## src/rtl/cpu_sequencer.sv

```systemverilog
// Multicycle CPU control sequencer: one-hot phase bus FETCH/DECODE/EXEC_k/PC_INC with halt and memory fault handling.
// Latency: 4 cycles per instruction with zero-wait memory (FETCH, DECODE, EXEC, PC_INC); each mem_rdy-low cycle adds one.
// Backpressure: stalls in FETCH or memory EXEC while mem_rdy is low; en low takes effect only at the PC_INC boundary.
//
// Ports:
//   clk, rst       rising-edge clock, synchronous active-high reset
//   en             run enable, sampled in IDLE and PC_INC
//   func, halt,    execute class, halt flag and memory-access flag from the
//   mem_op         decoder, all sampled in DECODE
//   mem_rdy        memory access complete
//   state          one-hot: [0]IDLE [1]FETCH [2]DECODE [3+k]EXEC_k
//                  [NFUNC+3]PC_INC [NFUNC+4]HALT [NFUNC+5]FAULT
//   mem_req        memory request (FETCH, and EXEC when latched mem_op=1)
//   busy, halted,  status flags
//   fault
//   instr_count    retired instructions, saturating
//
// Build option: define CPU_SEQUENCER_TIMEOUT_EN to enable the MEM_TIMEOUT
// fault. Without it the sequencer waits on mem_rdy forever and FAULT is
// never entered (its state bit and the fault output are constant 0).

module cpu_sequencer #(
    parameter int FUNC_W      = 2,
    parameter int MEM_TIMEOUT = 15,
    parameter int CNT_W       = 32
) (
    input  logic                    clk,
    input  logic                    rst,
    input  logic                    en,
    input  logic [FUNC_W-1:0]       func,
    input  logic                    halt,
    input  logic                    mem_op,
    input  logic                    mem_rdy,
    output logic [(2**FUNC_W)+5:0]  state,
    output logic                    mem_req,
    output logic                    busy,
    output logic                    halted,
    output logic                    fault,
    output logic [CNT_W-1:0]        instr_count
);

    localparam int NFUNC    = 2**FUNC_W;
    localparam int B_PC_INC = NFUNC + 3;
    localparam int B_HALT   = NFUNC + 4;
    localparam int B_FAULT  = NFUNC + 5;

    generate
        if (MEM_TIMEOUT < 1 || MEM_TIMEOUT > 255) begin : g_bad_timeout
            $error("cpu_sequencer: MEM_TIMEOUT must be in 1..255");
        end
    endgenerate

    // The EXEC_k bits are not separate FSM states: one EXEC phase plus the
    // latched func selects which bit of the bus is lit.
    typedef enum logic [2:0] {
        PH_IDLE,
        PH_FETCH,
        PH_DECODE,
        PH_EXEC,
        PH_PC_INC,
        PH_HALT,
        PH_FAULT
    } phase_t;

    phase_t              phase, phase_nxt;
    logic [FUNC_W-1:0]   func_q, func_nxt;
    logic                mem_op_q, mem_op_nxt;
    logic                retire;
    logic                timeout_hit;

`ifdef CPU_SEQUENCER_TIMEOUT_EN
    localparam logic [7:0] TO_LAST = 8'(MEM_TIMEOUT - 1);

    logic [7:0] wait_cnt, wait_nxt;
    logic       mem_wait;

    // wait_cnt counts completed no-ready cycles of the current access; it is
    // zero on entry to every access because it clears whenever no wait is
    // in progress, so FETCH and EXEC each get the full MEM_TIMEOUT budget.
    assign mem_wait    = mem_req && !mem_rdy;
    assign timeout_hit = (wait_cnt == TO_LAST);

    always_comb begin
        wait_nxt = 8'd0;
        if (mem_wait && !timeout_hit) begin
            wait_nxt = wait_cnt + 8'd1;
        end
    end

    always_ff @(posedge clk) begin
        if (rst) begin
            wait_cnt <= 8'd0;
        end else begin
            wait_cnt <= wait_nxt;
        end
    end
`else
    assign timeout_hit = 1'b0;
`endif

    always_ff @(posedge clk) begin
        if (rst) begin
            phase       <= PH_IDLE;
            func_q      <= '0;
            mem_op_q    <= 1'b0;
            instr_count <= '0;
        end else begin
            phase    <= phase_nxt;
            func_q   <= func_nxt;
            mem_op_q <= mem_op_nxt;
            if (retire && (instr_count != {CNT_W{1'b1}})) begin
                instr_count <= instr_count + CNT_W'(1);
            end
        end
    end

    always_comb begin
        phase_nxt  = phase;
        func_nxt   = func_q;
        mem_op_nxt = mem_op_q;
        retire     = 1'b0;
        mem_req    = 1'b0;
        busy       = 1'b1;
        halted     = 1'b0;
        fault      = 1'b0;

        case (phase)
            PH_IDLE: begin
                busy = 1'b0;
                if (en) begin
                    phase_nxt = PH_FETCH;
                end
            end
            PH_FETCH: begin
                mem_req = 1'b1;
                // mem_rdy is tested first so it wins in the timeout cycle
                if (mem_rdy) begin
                    phase_nxt = PH_DECODE;
                end else if (timeout_hit) begin
                    phase_nxt = PH_FAULT;
                end
            end
            PH_DECODE: begin
                func_nxt   = func;
                mem_op_nxt = mem_op;
                phase_nxt  = halt ? PH_HALT : PH_EXEC;
            end
            PH_EXEC: begin
                mem_req = mem_op_q;
                if (!mem_op_q || mem_rdy) begin
                    phase_nxt = PH_PC_INC;
                end else if (timeout_hit) begin
                    phase_nxt = PH_FAULT;
                end
            end
            PH_PC_INC: begin
                retire    = 1'b1;
                phase_nxt = en ? PH_FETCH : PH_IDLE;
            end
            PH_HALT: begin
                busy   = 1'b0;
                halted = 1'b1;
            end
            PH_FAULT: begin
                busy = 1'b0;
`ifdef CPU_SEQUENCER_TIMEOUT_EN
                fault = 1'b1;
`endif
            end
            default: begin
                phase_nxt = PH_IDLE;
            end
        endcase
    end

    // One-hot bus decoded purely from registered phase and latched func.
    always_comb begin
        state           = '0;
        state[0]        = (phase == PH_IDLE);
        state[1]        = (phase == PH_FETCH);
        state[2]        = (phase == PH_DECODE);
        for (int k = 0; k < NFUNC; k++) begin
            state[3 + k] = (phase == PH_EXEC) && (func_q == FUNC_W'(k));
        end
        state[B_PC_INC] = (phase == PH_PC_INC);
        state[B_HALT]   = (phase == PH_HALT);
`ifdef CPU_SEQUENCER_TIMEOUT_EN
        state[B_FAULT]  = (phase == PH_FAULT);
`else
        state[B_FAULT]  = 1'b0;
`endif
    end

endmodule
```

## config.mk

```make
export PLATFORM = sky130hd
export DESIGN_NAME = cpu_sequencer
export DESIGN_NICKNAME = d
export VERILOG_FILES = /design/src/rtl/cpu_sequencer.sv
export SDC_FILE = /design/constraint.sdc
export NUM_CORES = 1
export LEC_CHECK = 0
export CORE_MARGIN = 3
export CORE_UTILIZATION = 50
export CTS_CLUSTER_DIAMETER = 80
export DETAILED_ROUTE_END_ITERATION = 7
export DONT_BUFFER_PORTS = 1
export PLACE_DENSITY_LB_ADDON = 0.25
export REMOVE_ABC_BUFFERS = 1
export SLEW_MARGIN = 20
export SYNTH_ARGS = -nofsm -noshare
export SYNTH_HDL_FRONTEND = slang
export SYNTH_SLANG_ARGS = --single-unit
```

## constraint.sdc

```tcl
create_clock -name clk -period 3.4 [get_ports clk]
set_clock_uncertainty 0.2 [all_clocks]
set_input_delay 0.85 -clock clk [delete_from_list [all_inputs] [get_ports clk]]
set_output_delay 0.85 -clock clk [all_outputs]
set_load 0.02 [all_outputs]
```

==> results of run 1 <==
stage by stage:
stage               util (%)  hold slack, ns  instances  power [uW]
floorplan                  -           0.274        235         514
global placement        53.0           0.302        286         524
detailed placement      53.0           0.303        286         524
CTS                     55.2           0.315        292         824
global route            55.2           0.339        292         849
finish                  55.2           0.314        292         815
final cells by class:
cell class	instances	area share (%)
multi-input combinational	189	53.8
sequential	38	36.8
tap	48	2.91
timing repair buffer	3	1.09
clock buffer	6	4.00
inverter	8	1.45
power breakdown:
part	internal, uW	switching [uW]
combinational	15.3	35.7
sequential	450	12.3
clock	156	145
total	622	193
cells in the mapped netlist (2+ instances only):
| cell | number |
|---|---|
| dfxtp_1 | 38 |
| a21oi_1 | 28 |
| o21ai_0 | 20 |
| nand2_1 | 18 |
| nor2_1 | 16 |
| or3_1 | 13 |
| nand3_1 | 10 |
| o31ai_1 | 10 |
| or4_1 | 10 |
| inv_1 | 8 |
| nand4_1 | 8 |
| nor3_1 | 7 |
| clkbuf_1 | 6 |
| and2_1 | 5 |
| and4_1 | 5 |
| buf_4 | 4 |
| nor2b_1 | 4 |
| nor4_1 | 4 |
| xnor2_1 | 4 |
| and3_1 | 3 |
| nand2b_1 | 3 |
| xor2_1 | 3 |
| a211oi_1 | 2 |
| a31oi_1 | 2 |
| buf_1 | 2 |
worst min-delay path: cells and delay by family (launching register included):
family	cells	cell delay, ns
flip-flops	1	0.33
AO/OA/AOI/OAI	2	0.14
state kept, by name, indices dropped and copies added (netlist names):
register,flops
phase,3
mem_op_q,1
instr_count,32
func_q,2
layer usage:
| layer | up-vias | wire length (um) | part of all wire [%] | GRT usage (%) |
|---|---|---|---|---|
| met1 | 784 | 2070 | 49 | 25.4 |
| met3 | 5 | 324 | 7.6 | 8.10 |
| li1 | 909 | - | - | - |
| met2 | 40 | 1800 | 42 | 26.8 |
| met4 | 0 | 51 | 1.2 | 6.57 |
| met5 | - | 0 | 0 | 0 |
how the worst min path moves through the flow:
stage / start / end / slack [ns] / depth (start not counted)
finish: func_q[0] / func_q[0] / 0.31 / 2
detailed placement: func_q[0] / func_q[0] / 0.30 / 2
CTS: func_q[0] / func_q[0] / 0.31 / 2
global route: func_q[0] / func_q[0] / 0.34 / 2
floorplan: func_q[0] / func_q[0] / 0.27 / 2
global placement: func_q[0] / func_q[0] / 0.30 / 2
kinds of logic after synthesis:
logic type,Yosys count
muxes,2
and+or+nand+nor,111
other,1
AOI/OAI and AO/OA,66
xor gates and xnor gates,7
adders and majority gates,1
buffers and inverters,22
DFF,38
==> impl_metrics.tcl, run 1 <==
set metrics [dict create \
    place_area_um2 1980 \
    ctsResizeCount 0 \
    drt-total-wl_um 4250 \
    grt_pass1_wl_um 6760 \
    path_clk_slew_ns 0.07 \
    antenna_found_initial 0 \
    crit_arrival_ns 2.97 \
    synthXorXnorAreaFrac_pct 3.11 \
    maxCapViolations 0 \
    syn_area_um2 1970 \
    cp_max_fo 13 \
    netlist.area_leader.share_pct 38.5 \
    synth-edff-count 0 \
    synth_top_family_by_area "simple AND/OR/NAND/NOR gates" \
    area_delta_synth_final_pct 4.69 \
    synth_mux_area_share_pct 1.08 \
    r2r_cells 5 \
    fin_area_um2 2070 \
    grt_usage_pct 18.9 \
    drv_slew 0 \
    insertion_delay_ns 0.28 \
    hpwl_um 2980 \
    syn-mean-instance-area_um2 7.96 \
    multi_input_area_um2 1110 \
    rsz0062_at_grt "false" \
    hold_violations 0 \
    diodes 0 \
    synth-compound-area-share_pct 19.2 \
    final_cell_mix "dfxtp_1, a21oi_1, o21ai_0" \
    crit_start "phase[2]" \
    min_path_type "reg -> reg" \
    critical_path_buf_inv_count 0 \
    cts_hold_buf 0 \
    end_kind "register" \
    synthSimpleGateAreaFrac_pct 31.9 \
    crit_path_start_kind "register" \
    cts_max_path_buffers 2 \
    period_minus_slack_ns 2.95 \
    cp.depth 5 \
    fin_ws_ns 0.446 \
    cts_tree "yes" \
    die_h_um 68.8 \
    pre_cts_ws_ns 0.461 \
    dieArea_um2 4740 \
    synth-adder-area-share_pct 0.634 \
    fmax_ghz 0.339 \
    first_pass_iters 4 \
    async_flop_share_pct 0 \
    setup_tns_ns 0 \
    nets 254 \
    cts_setup_buffers 0 \
    final_common_cell "dfxtp_1" \
    clockRootBuffer "clkbuf_8" \
    cts.sinks 38 \
    numCtsBuffers 5 \
    gp_congestion 0.769 \
    powerDensity_nw_per_um2 394 \
    drive_gt1_share_pct 4.92 \
    synth_ff_type "dfxtp_1" \
    crit_path_end "instr_count[31]" \
    r2r_end "instr_count[31]" \
    tightest_slew_ns 0.792 \
    wire_per_inst_um 14.6 \
    grt_max_degree 40 \
    ir_drop_mv 0.237 \
    syn_inst 248 \
    grt_pass1_vias 1423 \
    cts_max_level 2 \
    dr.first_iter.drc_count 97 \
    crit_type "reg -> reg" \
    cp_slowest_cell "or4_4" \
    dr_total_vias 1738 \
    ys.warnings.count 0 \
    finalSetupViolCount 0 \
    yosys.area.top_type "dfxtp_1" \
    rows 22 \
    rrSetupSlack_ns 0.45 \
    ioPinCount 54 \
    p_leak_uw 0.000624 \
    seq_area_frac_synth_pct 38.5 \
    port_buffers 0 \
    via_per_inst 5.95 \
    synthTopCellsByArea "dfxtp_1, a21oi_1, o21ai_0" \
    final-seq-area_um2 761 \
    final_antenna_net_count 0 \
    remaining_drc_errors 0 \
    ys_ff_latch 38 \
    core_um2 3740 \
    cpPeakStageDelay_ns 0.57 \
    status "completed" \
    grt_overflow 0 \
    relSlewSlack_pct 46.7 \
    crit_family "simple AND/OR/NAND/NOR gates" \
    die_x_um 68.8 \
    synth.distinct_cells 40 \
    path_cells "or3b_4, or4_4, a2111o_1, or4_1, a21oi_1" \
    r2r_start "phase[2]" \
    min_period_over_period_pct 86.9 \
    initial_core_util_pct 52.7 \
    crit_required_ns 3.42 \
    n_fill_cell 387 \
]
Note: power is estimated with default switching activity, not from simulation.
==> run 2, diff against run 1 <==
TNS_END_PERCENT = 50   (was not set)
==> results of run 2 <==
No change in the layout: final DEF, timing and power equal those of run 1.
==> run 3, diff against run 2 <==
MAX_ROUTING_LAYER = met4   (was not set)
PLACE_DENSITY = 0.7   (was not set)
PLACE_DENSITY_LB_ADDON = not set   (was 0.25)
==> impl_metrics.tcl, run 3 (synthesis results as in run 1) <==
set metrics [dict create \
    status "completed" \
    clockRootBuffer "clkbuf_8" \
    rows 22 \
    port_buffers 0 \
    powerDensity_nw_per_um2 394 \
    initial_core_util_pct 52.7 \
    p_int_uw 622 \
    dieArea_um2 4740 \
    drive_gt1_share_pct 5.69 \
    die_h_um 68.8 \
    ctsResizeCount 0 \
    via_per_inst 6.09 \
    crit_path_start_kind "register" \
    grt_pass1_wl_um 7280 \
    finalSetupViolCount 0 \
    p_comb_share_pct 6.3 \
    ioPinCount 54 \
    clock_power_share_pct 37.3 \
    end_kind "register" \
    min_period_over_period_pct 87.1 \
    cts_tree "yes" \
    cp_max_fo 13 \
    hpwl_um 3090 \
    path_clk_slew_ns 0.07 \
    hold_violations 0 \
    cts_setup_buffers 0 \
    remaining_drc_errors 0 \
    cts_max_path_buffers 2 \
    maxCapViolations 0 \
    cts_max_level 2 \
    final_antenna_net_count 0 \
    top_regs "instr_count (32), phase (3), func_q (2)" \
    ir_drop_mv 0.266 \
    grt_max_degree 40 \
    core_um2 3740 \
    drt-total-wl_um 4370 \
    fmax_ghz 0.338 \
    utilization_pct 55.6 \
    numCtsBuffers 5 \
    final_cell_mix "dfxtp_1, a21oi_1, o21ai_0" \
    gp_congestion 0.820 \
    tightest_slew_ns 0.743 \
    dr.first_iter.drc_count 101 \
    cts_hold_buf 0 \
    relSlewSlack_pct 50.1 \
    final_common_cell "dfxtp_1" \
    insertion_delay_ns 0.29 \
    diodes 0 \
    antenna_found_initial 0 \
    first_pass_iters 4 \
    period_minus_slack_ns 2.96 \
    p_leak_uw 0.000634 \
    grt_overflow 0 \
    top_register "instr_count" \
    crit_type "reg -> reg" \
    area_delta_synth_final_pct 5.45 \
    wire_per_inst_um 14.8 \
    nets 256 \
    dr_total_vias 1790 \
    cts.sinks 38 \
    die_x_um 68.8 \
    place_area_um2 2000 \
    setup_tns_ns 0 \
    grt_pass1_vias 1575 \
    netSwitchingFraction_pct 24.1 \
    pwr-share-seq_pct 56.4 \
    min_path_type "reg -> reg" \
    crit_required_ns 3.43 \
    rsz0062_at_grt "false" \
    p_sw_uw 198 \
    fin_total_pwr_uw 820 \
    crit_arrival_ns 2.99 \
    largest_reg_flops 32 \
    grt_usage_pct 20.7 \
    fin_area_um2 2080 \
    drv_slew 0 \
]
[run 3: area by class of cell]
type,instances,area (um^2)
multi-input cells,189,1110
clock buffers,6,82.6
repair buffers,5,37.5
well taps,48,60.1
fillers,381,1660
flip-flops and latches,38,761
inverters,8,30.0
[run 3: power by group through the flow]
stage | clock network, uW | logic [uW] | registers (uW)
after floorplan | 0 | 43.6 | 470
after global placement | 0 | 51.3 | 472
after detailed placement | 0 | 51.6 | 473
after CTS | 314 | 51.7 | 462
after global routing | 331 | 58.5 | 464
final | 306 | 51.6 | 463
[run 3: worst max-delay path, cell delays in order (launching register included)]
cell and delay [ns]:
dfxtp_1 0.50, or3b_4 0.44, or4_4 0.58, a2111o_1 0.53, or4_1 0.51, a21oi_1 0.14
[run 3: per-stage QoR]
| stage | hold slack (ns) | instances | setup slack (ns) |
|---|---|---|---|
| 2_1_floorplan | 0.274 | 235 | 0.535 |
| 3_3_place_gp | 0.302 | 288 | 0.516 |
| 3_5_place_dp | 0.304 | 288 | 0.462 |
| 4_1_cts | 0.316 | 294 | 0.450 |
| 5_1_grt | 0.345 | 294 | 0.297 |
| 6_report | 0.312 | 294 | 0.438 |
[run 3: routing by layer]
layer / vias up / track usage [%] / wire length, um
met4: 0 / 6.57 / 40
li1: 914 / - / -
met2: 44 / 30.1 / 1930
met1: 827 / 27.0 / 2060
met3: 5 / 7.13 / 330
met5: - / - / 0
[run 3: path summary, 6_finish.rpt]
kind	from	end	slack, ns	depth (start not counted)
max	phase[2]	instr_count[27]	0.44	5
min	func_q[1]	func_q[1]	0.31	2
max reg2reg	phase[2]	instr_count[27]	0.44	5
min reg2reg	func_q[1]	func_q[1]	0.31	2
